--- config.mk ---
export PLATFORM = sky130hd
export DESIGN_NAME = spi_flash_reader
export DESIGN_NICKNAME = d
export VERILOG_FILES = /design/src/rtl/spi_flash_reader.sv
export SDC_FILE = /design/constraint.sdc
export NUM_CORES = 1
export LEC_CHECK = 0
export BUFFER_PORTS_ARGS = -buffer_cell sky130_fd_sc_hd__buf_2
export CAP_MARGIN = 0
export CORE_MARGIN = 2
export CORE_UTILIZATION = 30
export CTS_BUF_LIST = sky130_fd_sc_hd__clkbuf_8
export CTS_CLUSTER_DIAMETER = 200
export DETAILED_ROUTE_END_ITERATION = 8
export PLACE_DENSITY = 0.54
export SETUP_SLACK_MARGIN = 0.15
export SLEW_MARGIN = 20
export SYNTH_ARGS = -nofsm -noshare
export SYNTH_HDL_FRONTEND = slang
export SYNTH_SLANG_ARGS = --single-unit
--- constraint.sdc ---
create_clock -name clk -period 2.14 [get_ports clk]
set_input_delay 0.214 -clock clk [delete_from_list [all_inputs] [get_ports clk]]
set_output_delay 0.214 -clock clk [all_outputs]
set_load 0.02 [all_outputs]
--- src/rtl/spi_flash_reader.sv ---
// spi_flash_reader: one-byte cached SPI flash reader (READ 0x03) for a CPU memory bus.
// A sequential miss keeps chip select low and streams the next byte without a new command.
module spi_flash_reader #(
    parameter int CLK_DIV = 2,
    parameter int CS_GAP  = 4
) (
    input  logic        clk,
    input  logic        reset,
    input  logic [23:0] address,
    input  logic        enable,
    output logic [7:0]  data_out,
    output logic        busy,
    output logic        spi_cs,
    output logic        spi_clk,
    output logic        spi_do,
    input  logic        spi_di
);
    typedef enum logic [2:0] {IDLE, GAP, CMD, DATA, DONE} state_t;
    state_t      state;
    logic [23:0] cached_addr, target;
    logic [7:0]  cached_data, sr, div;
    logic [31:0] cmd_sr;
    logic [4:0]  bits;
    logic        valid, ph, hit, div_end, last;
    assign hit      = valid && address == cached_addr;
    assign busy     = enable && (state != IDLE || !hit);
    assign data_out = cached_data;
    assign div_end  = div == 8'(CLK_DIV - 1);
    assign last     = bits == (state == CMD ? 5'd31 : 5'd7);
    always_ff @(posedge clk) begin
        if (reset) begin
            state       <= IDLE;
            valid       <= 1'b0;
            cached_addr <= '0;
            cached_data <= '0;
            target      <= '0;
            sr          <= '0;
            cmd_sr      <= '0;
            div         <= '0;
            bits        <= '0;
            ph          <= 1'b0;
            spi_cs      <= 1'b1;
            spi_clk     <= 1'b0;
            spi_do      <= 1'b0;
        end else begin
            case (state)
                IDLE: if (enable && !hit) begin
                    target <= address;
                    div    <= '0;
                    ph     <= 1'b0;
                    bits   <= '0;
                    if (!spi_cs && address == cached_addr + 24'd1) begin
                        state <= DATA;
                    end else if (!spi_cs) begin
                        state  <= GAP;
                        spi_cs <= 1'b1;
                    end else begin
                        state  <= CMD;
                        spi_cs <= 1'b0;
                        cmd_sr <= {8'h03, address};
                        spi_do <= 1'b0;
                    end
                end
                GAP: if (div == 8'(CS_GAP - 1)) begin
                    state  <= CMD;
                    div    <= '0;
                    spi_cs <= 1'b0;
                    cmd_sr <= {8'h03, target};
                    spi_do <= 1'b0;
                end else begin
                    div <= div + 8'd1;
                end
                CMD, DATA: if (!div_end) begin
                    div <= div + 8'd1;
                end else begin
                    div     <= '0;
                    ph      <= !ph;
                    spi_clk <= !ph;
                    // MISO is taken on the edge that raises spi_clk; MOSI moves as it falls
                    if (!ph) begin
                        if (state == DATA) sr <= {sr[6:0], spi_di};
                    end else begin
                        cmd_sr <= cmd_sr << 1;
                        spi_do <= cmd_sr[30];
                        bits   <= last ? 5'd0 : bits + 5'd1;
                        if (last) state <= (state == CMD) ? DATA : DONE;
                    end
                end
                DONE: begin
                    cached_data <= sr;
                    cached_addr <= target;
                    valid       <= 1'b1;
                    state       <= IDLE;
                end
                default: state <= IDLE;
            endcase
        end
    end
endmodule

Word level (Yosys, flattened, before mapping):

Index checks and enable logic that the tools add are counted.

* add/sub/neg operators: 3
* $mul: 0
* divide/modulo/power cells: 0
* order comparisons: 0
* equality and inequality tests: 16
* shifts and indexed selects: 0
* mux-type cells: 40
* bitwise logic cells: 1
* reductions and logical operators: 23

Operators by type and width (number)
* $mux W31: 6
* $pmux W31 S3: 1
* $eq A24 B24 Y1: 2
* $mux W5: 5
* $add A24 B1 Y24 const B: 1
* $mux W8: 3
* $pmux W8 S3: 1
* $mux W3: 6
* $ne A2 B2 Y1 const B: 7
* $reduce_and A4 Y1: 3
* $mux W1: 11
* $pmux W5 S2: 1
* $pmux W3 S3: 1
* $add A8 B1 Y8 const B: 1
* $eq A8 B1 Y1 const B: 1
* $eq A8 B2 Y1 const B: 1
* $reduce_and A7 Y1: 1
* $eq A3 B2 Y1 const B: 2
* $reduce_and A2 Y1: 3
* $reduce_bool A3 Y1: 2
* $add A5 B1 Y5 const B: 1
* $eq A5 B5 Y1: 1
* $reduce_and A5 Y1: 1
* $logic_and A1 B1 Y1: 4
* 12 further kinds: 17

* register bits after elaboration: 116
* latch bits: 0
* memory bits (writable): 0
* bits in read-only memories: 0
* output and inout bits: 12
* memories: 0

Logic depth before layout (Yosys ltp):

Gate-level depths: netlist (run 1).

* word-level depth: 7
* depth in mapped cells: 10
* gate-level depth less buffers: 9

Worst setup path before layout (run 1):

Ideal clock, no wire load.

* path type: register to register
* from: register cached_addr[10]
* to: register target[10]
* data arrival time: 2.160 ns
* required time: 2.012 ns
* slack: -0.147 ns
* cell stages (with the launch flop): 10
* clock period less this slack: 2.287 ns
* path through: dfxtp_1 buf_2 xor2_1 or4_1 nor4_2 a2111o_1 buf_4 buf_4 mux2i_1 nor2_1

* cells in the longest elaborated chain, start to end: 5

Ends and longest elaborated chain
* from (decl): line 20 `logic [23:0] cached_addr, target;`
* from (signal assigned): line 91 `cached_addr <= target;`
* $eq A24 B24 Y1: line 25 `assign hit = valid && address == cached_addr;`
* $logic_and A1 B1 Y1: line 25
* $logic_not A1 Y1: line 47 `IDLE: if (enable && !hit) begin`
* $logic_and A1 B1 Y1: line 47
* $reduce_and A2 Y1 (no source line)
* to (signal assigned): line 48 `target <= address;`
* to (decl): line 20

Every way passes these cells.
A chain may end at the register's enable or synchronous reset.

Final worst setup path (run 1):

* from: register cached_addr[14]
* to: output busy

* cells in the longest elaborated chain, start to end: 5

Ends and longest elaborated chain
* $eq A24 B24 Y1: line 25
* $logic_and A1 B1 Y1: line 25
* $logic_not A1 Y1: line 26 `assign busy = enable && (state != IDLE || !hit);`
* $logic_or A1 B1 Y1: line 26
* $logic_and A1 B1 Y1: line 26
* to (decl): line 12 `output logic busy,`

Every way passes these cells.

==> results.cfg, run 1 <==
[outcome]
run_status = finished with violations
violations = negative setup slack

[critical_path]
cp-end-kind = primary output
cp-startpoint = cached_addr[14]
critPathRequiredTime_ns = 1.93
reg2reg_slack_ns = -0.21
r2r-end = target[6]
arrival_ns = 2.15
crit_type = flip-flop to primary output
startpoint_type = flip-flop
rr_worst_depth = 10
crit_path_end = busy
r2r_start = cached_addr[10]
path_max_fanout = 2

[clocking]
htreeDepth = 4
ctsLongestPathBuffers = 2
path_clk_slew_ns = 0.07
cts_buffers = 17
cts_tree = done
cts.sinks = 116
clk_latency_ns = 0.46
clockRootBuffer = clkbuf_8

[floorplan]
die_y_um = 142.8
num_rows = 50
die_area_um2 = 20380
die_w_um = 142.8
fp.coreArea_um2 = 18770
start_util_pct = 30.77
pin_count = 40

[final_layout]
regArea_um2 = 2344
nets = 911
final_cell_mix = nand2_1 (120), dfxtp_1 (105), buf_4 (92), nor2_1 (54), a21oi_1 (51)
synthToLayoutAreaGrowth_pct = 48.27
fillers = 1849
antenna_cells = 0
final_common_cell = nand2_1
multi_input_area_um2 = 3984
layout-drive-gt1-share_pct = 38.05

[timing]
hold_viol_final = 0
post-route-min-period_ns = 2.367
fmax_mhz = 422.4
relSlewSlack_pct = 54.49
rsz0062_at_grt = yes
finalSetupViolCount = 71
worstMarginPinSlew_ns = 0.6796
fin_skew_ns = 0.01549
setup_slack_ns = -0.2272
report.final.slew_viol_count = 0
min_period_over_period_pct = 110.6

[placed_design]
port_buffers = 39
dp_hpwl_um = 11440
place_congestion = 0.8549
preCtsSetupSlack_ns = -0.2256

[power]
p_total_mw = 10.22
p_leak_nw = 3.432
ir_worst_vdd_v = 0.0005636
p_per_area_nw_per_um2 = 1193

[route]
num_vias = 5865
drt-initial-drc-count = 363
drt-wirelength-per-cell_um = 16.84
final_antenna_net_count = 0
drtPass1Iterations = 5
vias_per_cell = 5.213
post-route-drc-count = 0
totalWireLength_um = 18940

[synthesis]
syn_avg_cell_area_um2 = 7.752
netlist.area_leader.share_pct = 40.21
async_flop_share_pct = 0
yosys.area.top_type = dfxtp_1
yosys_warnings = 0
synth_cell_types = 55
ys.flop_type = dfxtp_1
synth-edff-count = 0
syn-num-nets = 777
synthCells = 745
syn_area_um2 = 5776
yosysSeqAreaShare_pct = 40.21
ys_seq_elements = 116
synthTopCellsByArea = dfxtp_1 (40%), nand2_1 (10%), a21oi_1 (6.8%), mux2i_1 (5.4%), nor2_1 (3.9%)

[global_route]
track_usage_pct = 18.68
overflow = 0
grt_pass1_vias = 5548
grt_max_degree = 71
antenna_found_initial = 0
grt_pass1_wl_um = 29460

[job]
cap_violations = 0

[hold_path]
holdCritPathClass = primary input to flip-flop
-- metal layers --
metal | share of wire, % | GRT usage [%] | vias up
met5 | 0 | 0 | -
met4 | 1.5 | 5.419 | 0
met3 | 4.4 | 4.427 | 19
met2 | 48 | 30.16 | 119
met1 | 46 | 24.90 | 2851
li1 | - | - | 2876
-- worst max-delay path, cell delays in order, from the launching register on --
cell	delay, ns
dfxtp_2	0.33
xor2_1	0.13
buf_4	0.15
or3_4	0.35
buf_6	0.13
nor3_4	0.21
buf_6	0.15
a31oi_4	0.10
buf_6	0.16
-- flip-flops by register name (all words and copies together) (netlist names), 3 cells and up --
register and flops:
state 3, cmd_sr 31, target 24, bits 5
div 8, sr 8, cached_addr 24, data_out 8
-- cell type report --
type | count | share of cell area, %
multi-input combinational | 568 | 46.52
sequential | 116 | 27.37
timing repair buffer | 169 | 17.88
tap | 234 | 3.419
clock buffer | 18 | 2.893
clock inverter | 13 | 1.607
inverter | 7 | 0.3068
-- Yosys cell counts, types with 2 or more instances --
cell and n:
xnor2_1 22, a311oi_1 3, nand2_1 159, a211oi_1 2
dfxtp_1 116, nand4b_1 3, or2_2 3, o21bai_1 2
o22ai_1 2, nor4_1 5, a21o_1 2, a21oi_1 78
a31oi_1 8, or4_1 5, and3b_1 3, buf_1 2
mux2i_1 31, or4b_2 2, buf_4 4, a2111oi_0 2
nand4_1 18, nor2b_1 4, and2_1 6, ha_1 4
clkbuf_2 2, and3_1 2, or3_1 6, o21ai_0 36
a22oi_1 22, nor2_1 60, nand3b_1 3, o21a_1 2
nand3_1 16, o2111ai_1 2, inv_1 7, buf_2 9
a31o_2 2, xor2_1 17, clkbuf_1 37, nand2b_1 4
nor3_1 17, nor4b_1 2
-- worst min-delay path by stage --
stage	startpoint	end	slack, ns	cells after the start
global route	address[14]	target[14]	0.05	3
floorplan	spi_di	sr[0]	0.36	2
global placement	cmd_sr[22]	cmd_sr[22]	0.44	2
finish	address[21]	target[21]	0.05	3
detailed placement	cmd_sr[12]	cmd_sr[12]	0.44	2
CTS	address[21]	target[21]	0.05	3
-- power by group --
part / leakage [nW] / internal, mW / switching, mW
Sequential: 0.949 / 2.51 / 0.272
Clock: 0.184 / 1.05 / 0.977
Combinational: 2.30 / 2.52 / 2.89
Total: 3.43 / 6.07 / 4.14
-- stage by stage --
stage / TNS (ns) / hold WS, ns / cells / utilization [%] / area, um^2
after floorplan: 0 / 0.3579 / 745 / - / 5963
after global placement: -9.375 / 0.4369 / 1067 / 37.36 / 7012
after detailed placement: -11.32 / 0.4432 / 1067 / 37.36 / 7012
after CTS: -13.52 / 0.04520 / 1119 / 43.13 / 8094
after global routing: -17.72 / 0.05010 / 1125 / 45.63 / 8563
final: -11.30 / 0.05219 / 1125 / 45.63 / 8563
-- logic make-up after synthesis --
logic type,after synthesis,share of synthesized area (%)
fa+ha+maj,4,0.8666
compound gates,172,17.63
simple gates,322,25.54
flops,116,40.21
xor+xnor,39,5.914
mux,31,5.373
buf+inv,61,4.463
-- what timing repair did --
item	4_1_cts	5_1_grt
gates cloned	6	2
pin swaps	41	46
setup endpoints to repair	82	83
buffers inserted	14	4
hold buffers	1	0
gates resized for setup	104	100
hold endpoints to repair	1	0
(Power assumes the default switching activity.)
==> run 2, diff against run 1 <==
--- a/config.mk
+++ b/config.mk
@@ -6,12 +6,13 @@
 export NUM_CORES = 1
 export LEC_CHECK = 0
 export BUFFER_PORTS_ARGS = -buffer_cell sky130_fd_sc_hd__buf_2
-export CAP_MARGIN = 0
+export CAP_MARGIN = 20
 export CORE_MARGIN = 2
 export CORE_UTILIZATION = 30
 export CTS_BUF_LIST = sky130_fd_sc_hd__clkbuf_8
 export CTS_CLUSTER_DIAMETER = 200
 export DETAILED_ROUTE_END_ITERATION = 8
+export MAX_ROUTING_LAYER = met4
 export PLACE_DENSITY = 0.54
 export SETUP_SLACK_MARGIN = 0.15
 export SLEW_MARGIN = 20
==> run 2 against run 1 <==
Net effect:
- utilization grew 0.57 points
- the run still ends with negative setup slack left
- global-route usage grew 0.55 points
- clock power is essentially flat
- register-to-register slack lost 0.02 ns
- clock skew shrank 0.0017 ns
- via count shrank 0.41%
- critical path depth grew 3
- sequential power is essentially flat
- highest routed layer unchanged
- fmax is essentially flat
==> results.cfg, run 2 (synthesized netlist as in run 1, its figures left out) <==
[outcome]
run_status = finished with violations
violations = negative setup slack

[clocking]
htreeDepth = 4
cts_buffers = 17
cts_tree = done
clockRootBuffer = clkbuf_8
path_clk_slew_ns = 0.07
clk_latency_ns = 0.46
ctsLongestPathBuffers = 2
cts.sinks = 116

[global_route]
grt_pass1_wl_um = 29480
grt_pass1_vias = 5547
antenna_found_initial = 0
overflow = 0
grt_max_degree = 71
track_usage_pct = 19.23

[final_layout]
synthToLayoutAreaGrowth_pct = 50.11
layout-drive-gt1-share_pct = 39.46
nets = 912
final_common_cell = nand2_1
final_core_util_pct = 46.19
instances_no_fill = 1126
final_area_um2 = 8670
antenna_cells = 0
top_regs = cmd_sr: 31 flops, cached_addr: 24 flops, target: 24 flops
largest_register_ffs = 31
final_cell_mix = nand2_1 (114), dfxtp_1 (105), buf_4 (92), nor2_1 (55), a21oi_1 (48)
regMostFlops = cmd_sr

[timing]
hold_viol_final = 0
post-route-min-period_ns = 2.367
rsz0062_at_grt = yes
worstMarginPinSlew_ns = 0.6666
finalSetupViolCount = 71
fmax_mhz = 422.4
setup_slack_ns = -0.2274
fin_skew_ns = 0.01380
relSlewSlack_pct = 55.36
tns_ns = -12.13
report.final.slew_viol_count = 0
min_period_over_period_pct = 110.6

[critical_path]
crit_buf_inv = 4
critPathRequiredTime_ns = 2.52
cp_common_cell = buf_6
cp-end-kind = flip-flop
cpMaxStageDelayCell = a221o_2
crit_type = flip-flop to flip-flop
path_cells = xor2_4, or4_4, nor4_4, buf_4, a221o_2, buf_6, nor3_4, buf_6, clkbuf_16, nand2_2, a21oi_1
r2r-end = cmd_sr[17]
cpPeakStageDelay_ns = 0.41
startpoint_type = flip-flop
path_max_fanout = 8
arrival_ns = 2.74
critPathTopFamily = buffers and inverters
rr_worst_depth = 11
reg2reg_slack_ns = -0.23
r2r_start = cached_addr[8]

[hold_path]
hold_start = address[21]
holdCritPathClass = primary input to flip-flop
hold-path-endpoint = target[21]
hold_depth = 3

[route]
num_vias = 5841
vias_per_cell = 5.187
totalWireLength_um = 19020
drt-wirelength-per-cell_um = 16.89
drtPass1Iterations = 5
drt-initial-drc-count = 353
final_antenna_net_count = 0
post-route-drc-count = 0

[power]
p_leak_nw = 3.468
p_per_area_nw_per_um2 = 1204
ir_worst_vdd_v = 0.0005815

[floorplan]
die_y_um = 142.8
pin_count = 40
fp.coreArea_um2 = 18770
die_w_um = 142.8
start_util_pct = 30.77
die_area_um2 = 20380
num_rows = 50

[placed_design]
preCtsSetupSlack_ns = -0.2256
place_congestion = 0.8685
port_buffers = 39
placed_cells = 1067
dp_hpwl_um = 11440
placed_area_um2 = 7012

[job]
cap_violations = 0
==> run 2: layer usage <==
metal,track usage [%],vias up,wire length [um],part of all wire [%]
li1,-,2880,-,-
met1,25.04,2823,8808,46
met2,30.16,119,9122,48
met3,4.225,19,779,4.1
met4,5.419,0,308,1.6
met5,-,-,0,0
==> run 2: tightest hold or removal path, cell delays in order <==
cell and delay [ns]:
buf_2 0.12, mux2i_1 0.07, nor2_1 0.07
==> run 2: what timing repair did <==
item	CTS	global route
setup endpoints to repair	82	83
hold endpoints to repair	1	0
gates cloned	6	2
gates resized for setup	104	119
hold buffers	1	0
setup buffers	14	5
pin swaps	41	54
==> run 2: final cells by class <==
class	count	area (um^2)
clock inverters	13	137.6
clock buffers	18	247.7
well taps	234	292.8
fillers	1839	10100
flip-flops and latches	116	2344
inverters	7	26.28
multi-input cells	568	4075
repair buffers	170	1546
==> run 2: worst max-delay path by stage <==
stage                          from  cells after the start  slack, ns          to
CTS                 cached_addr[10]                      6      -0.27        busy
finish               cached_addr[8]                     11      -0.23  cmd_sr[17]
detailed placement   cached_addr[4]                      9      -0.23  cmd_sr[11]
floorplan            cached_addr[6]                     10       0.03  cmd_sr[17]
global route        cached_addr[10]                     10      -0.32   target[0]
global placement     cached_addr[4]                      7      -0.19      div[5]
==> run 2: metrics by stage <==
step                hold slack, ns  total power [mW]
floorplan                   0.3579             4.658
global placement            0.4369             5.821
detailed placement          0.4432             5.818
CTS                        0.04520             9.369
global route               0.05009             10.97
finish                     0.05493             10.43
==> run 2: where the power goes <==
group	switching, mW	internal (mW)	leakage [nW]
Clock	0.968	1.05	0.184
Combinational	3.00	2.61	2.34
Sequential	0.303	2.51	0.949
Total	4.27	6.17	3.47
==> run 3, diff against run 2 <==
--- a/config.mk
+++ b/config.mk
@@ -13,7 +13,7 @@
 export CTS_CLUSTER_DIAMETER = 200
 export DETAILED_ROUTE_END_ITERATION = 8
 export MAX_ROUTING_LAYER = met4
-export PLACE_DENSITY = 0.54
+export PLACE_DENSITY_LB_ADDON = 0.1
 export SETUP_SLACK_MARGIN = 0.15
 export SLEW_MARGIN = 20
 export SYNTH_ARGS = -nofsm -noshare
==> constraint.sdc (replaced) <==
create_clock -name clk -period 3 [get_ports clk]
set_input_delay 0.3 -clock clk [delete_from_list [all_inputs] [get_ports clk]]
set_output_delay 0.3 -clock clk [all_outputs]
set_load 0.02 [all_outputs]
==> run 3 against run 2 <==
Net effect:
- the flow now finishes without violations
- die area unchanged
- total power decreased by 49%
- first-iteration DRC count increased by 3.7%
- non-clock buffer count decreased by 103
- clock power decreased by 26%
- count of clock-buffer cells in the layout decreased by 1
- final cell count decreased by 9.1%
- largest cell class unchanged
==> results.cfg, run 3 (synthesized netlist as in run 1, its figures left out) <==
[route]
num_vias = 5354
drt-initial-drc-count = 366
totalWireLength_um = 16670
drtPass1Iterations = 5
drt-wirelength-per-cell_um = 16.28
vias_per_cell = 5.229
post-route-drc-count = 0
final_antenna_net_count = 0

[clocking]
ctsLongestPathBuffers = 2
cts_hold_buf = 0
htreeDepth = 4
cts_setup_buffers = 0
cts_resized = 0
cts_tree = done
cts_buffers = 17
clockRootBuffer = clkbuf_8
cts.sinks = 116
clk_latency_ns = 0.45
path_clk_slew_ns = 0.08

[placed_design]
preCtsSetupSlack_ns = 0.2321
port_buffers = 39
dp_hpwl_um = 11160
place_congestion = 0.8257
placed_cells = 992
placed_area_um2 = 6250

[power]
p_per_area_nw_per_um2 = 801.5
ir_worst_vdd_v = 0.0004618
p_leak_nw = 2.494
p_total_mw = 5.336

[timing]
report.final.slew_viol_count = 0
rsz0062_at_grt = no
hold_viol_final = 0
fmax_mhz = 365.1
finalSetupViolCount = 0
fin_skew_ns = 0.01129
tns_ns = 0
relSlewSlack_pct = 61.47
setup_slack_ns = 0.2608
hold_ws_ns = 0.08613
worstMarginPinSlew_ns = 0.5771
min_period_over_period_pct = 91.31
post-route-min-period_ns = 2.739

[critical_path]
path_max_fanout = 12
critPathRequiredTime_ns = 3.32
arrival_ns = 3.06
crit_type = flip-flop to flip-flop
cp-end-kind = flip-flop
startpoint_type = flip-flop

[global_route]
grt_pass1_vias = 5019
grt_max_degree = 41
track_usage_pct = 17.28
antenna_found_initial = 0
grt_pass1_wl_um = 26660
overflow = 0

[job]
cap_violations = 0

[final_layout]
final_area_um2 = 6658
synthToLayoutAreaGrowth_pct = 15.27
final_common_cell = nand2_1
antenna_cells = 0
nets = 809
final_core_util_pct = 35.47
regMostFlops = cmd_sr
layout-drive-gt1-share_pct = 14.18
top_regs = cmd_sr: 31 flops, cached_addr: 24 flops, target: 24 flops
largest_register_ffs = 31
instances_no_fill = 1024
final_cell_mix = nand2_1 (159), dfxtp_1 (113), a21oi_1 (78), nor2_1 (60), buf_2 (38)

[floorplan]
die_w_um = 142.8
fp.coreArea_um2 = 18770
die_y_um = 142.8
pin_count = 40
start_util_pct = 30.77
num_rows = 50
die_area_um2 = 20380

[outcome]
run_status = completed

[hold_path]
holdCritPathClass = primary input to flip-flop
## run 3: worst max-delay path, stage by stage, from the launching register on
cell      delay, ns
dfxtp_1        0.42
xor2_1         0.16
or4_1          0.57
nor4_2         0.39
a2111o_1       0.41
buf_4          0.36
mux2i_1        0.26
nor2_1         0.05
## run 3: final cells by class
cell class / instances / area, um^2
inverter: 7 / 26.28
clock inverter: 15 / 170.2
fill: 2031 / 12110
sequential: 116 / 2326
tap: 234 / 292.8
timing repair buffer: 67 / 407.9
multi-input combinational: 568 / 3201
clock buffer: 17 / 234.0
## run 3: where the power goes
group | switching (mW) | leakage [nW] | internal, mW
Clock | 0.741 | 0.200 | 0.758
Sequential | 0.165 | 0.944 | 1.79
Combinational | 1.25 | 1.35 | 0.633
Total | 2.16 | 2.49 | 3.18
## run 3: worst paths after layout
kind | start | to | slack (ns) | cells after the start
max | cached_addr[4] | target[17] | 0.26 | 7
min | spi_di | sr[0] | 0.09 | 3
min reg2reg | data_out[4] | data_out[4] | 0.45 | 2
max reg2reg | cached_addr[4] | target[17] | 0.26 | 7
## run 3: metal layers
layer  routed length [um]  up-vias  global-route usage [%]
met5                    0        -                       -
met4                  350        0                   5.628
met3                  785       26                   4.527
met2                 7510      125                   26.21
met1                 8019     2535                   22.46
li1                     -     2668                       -
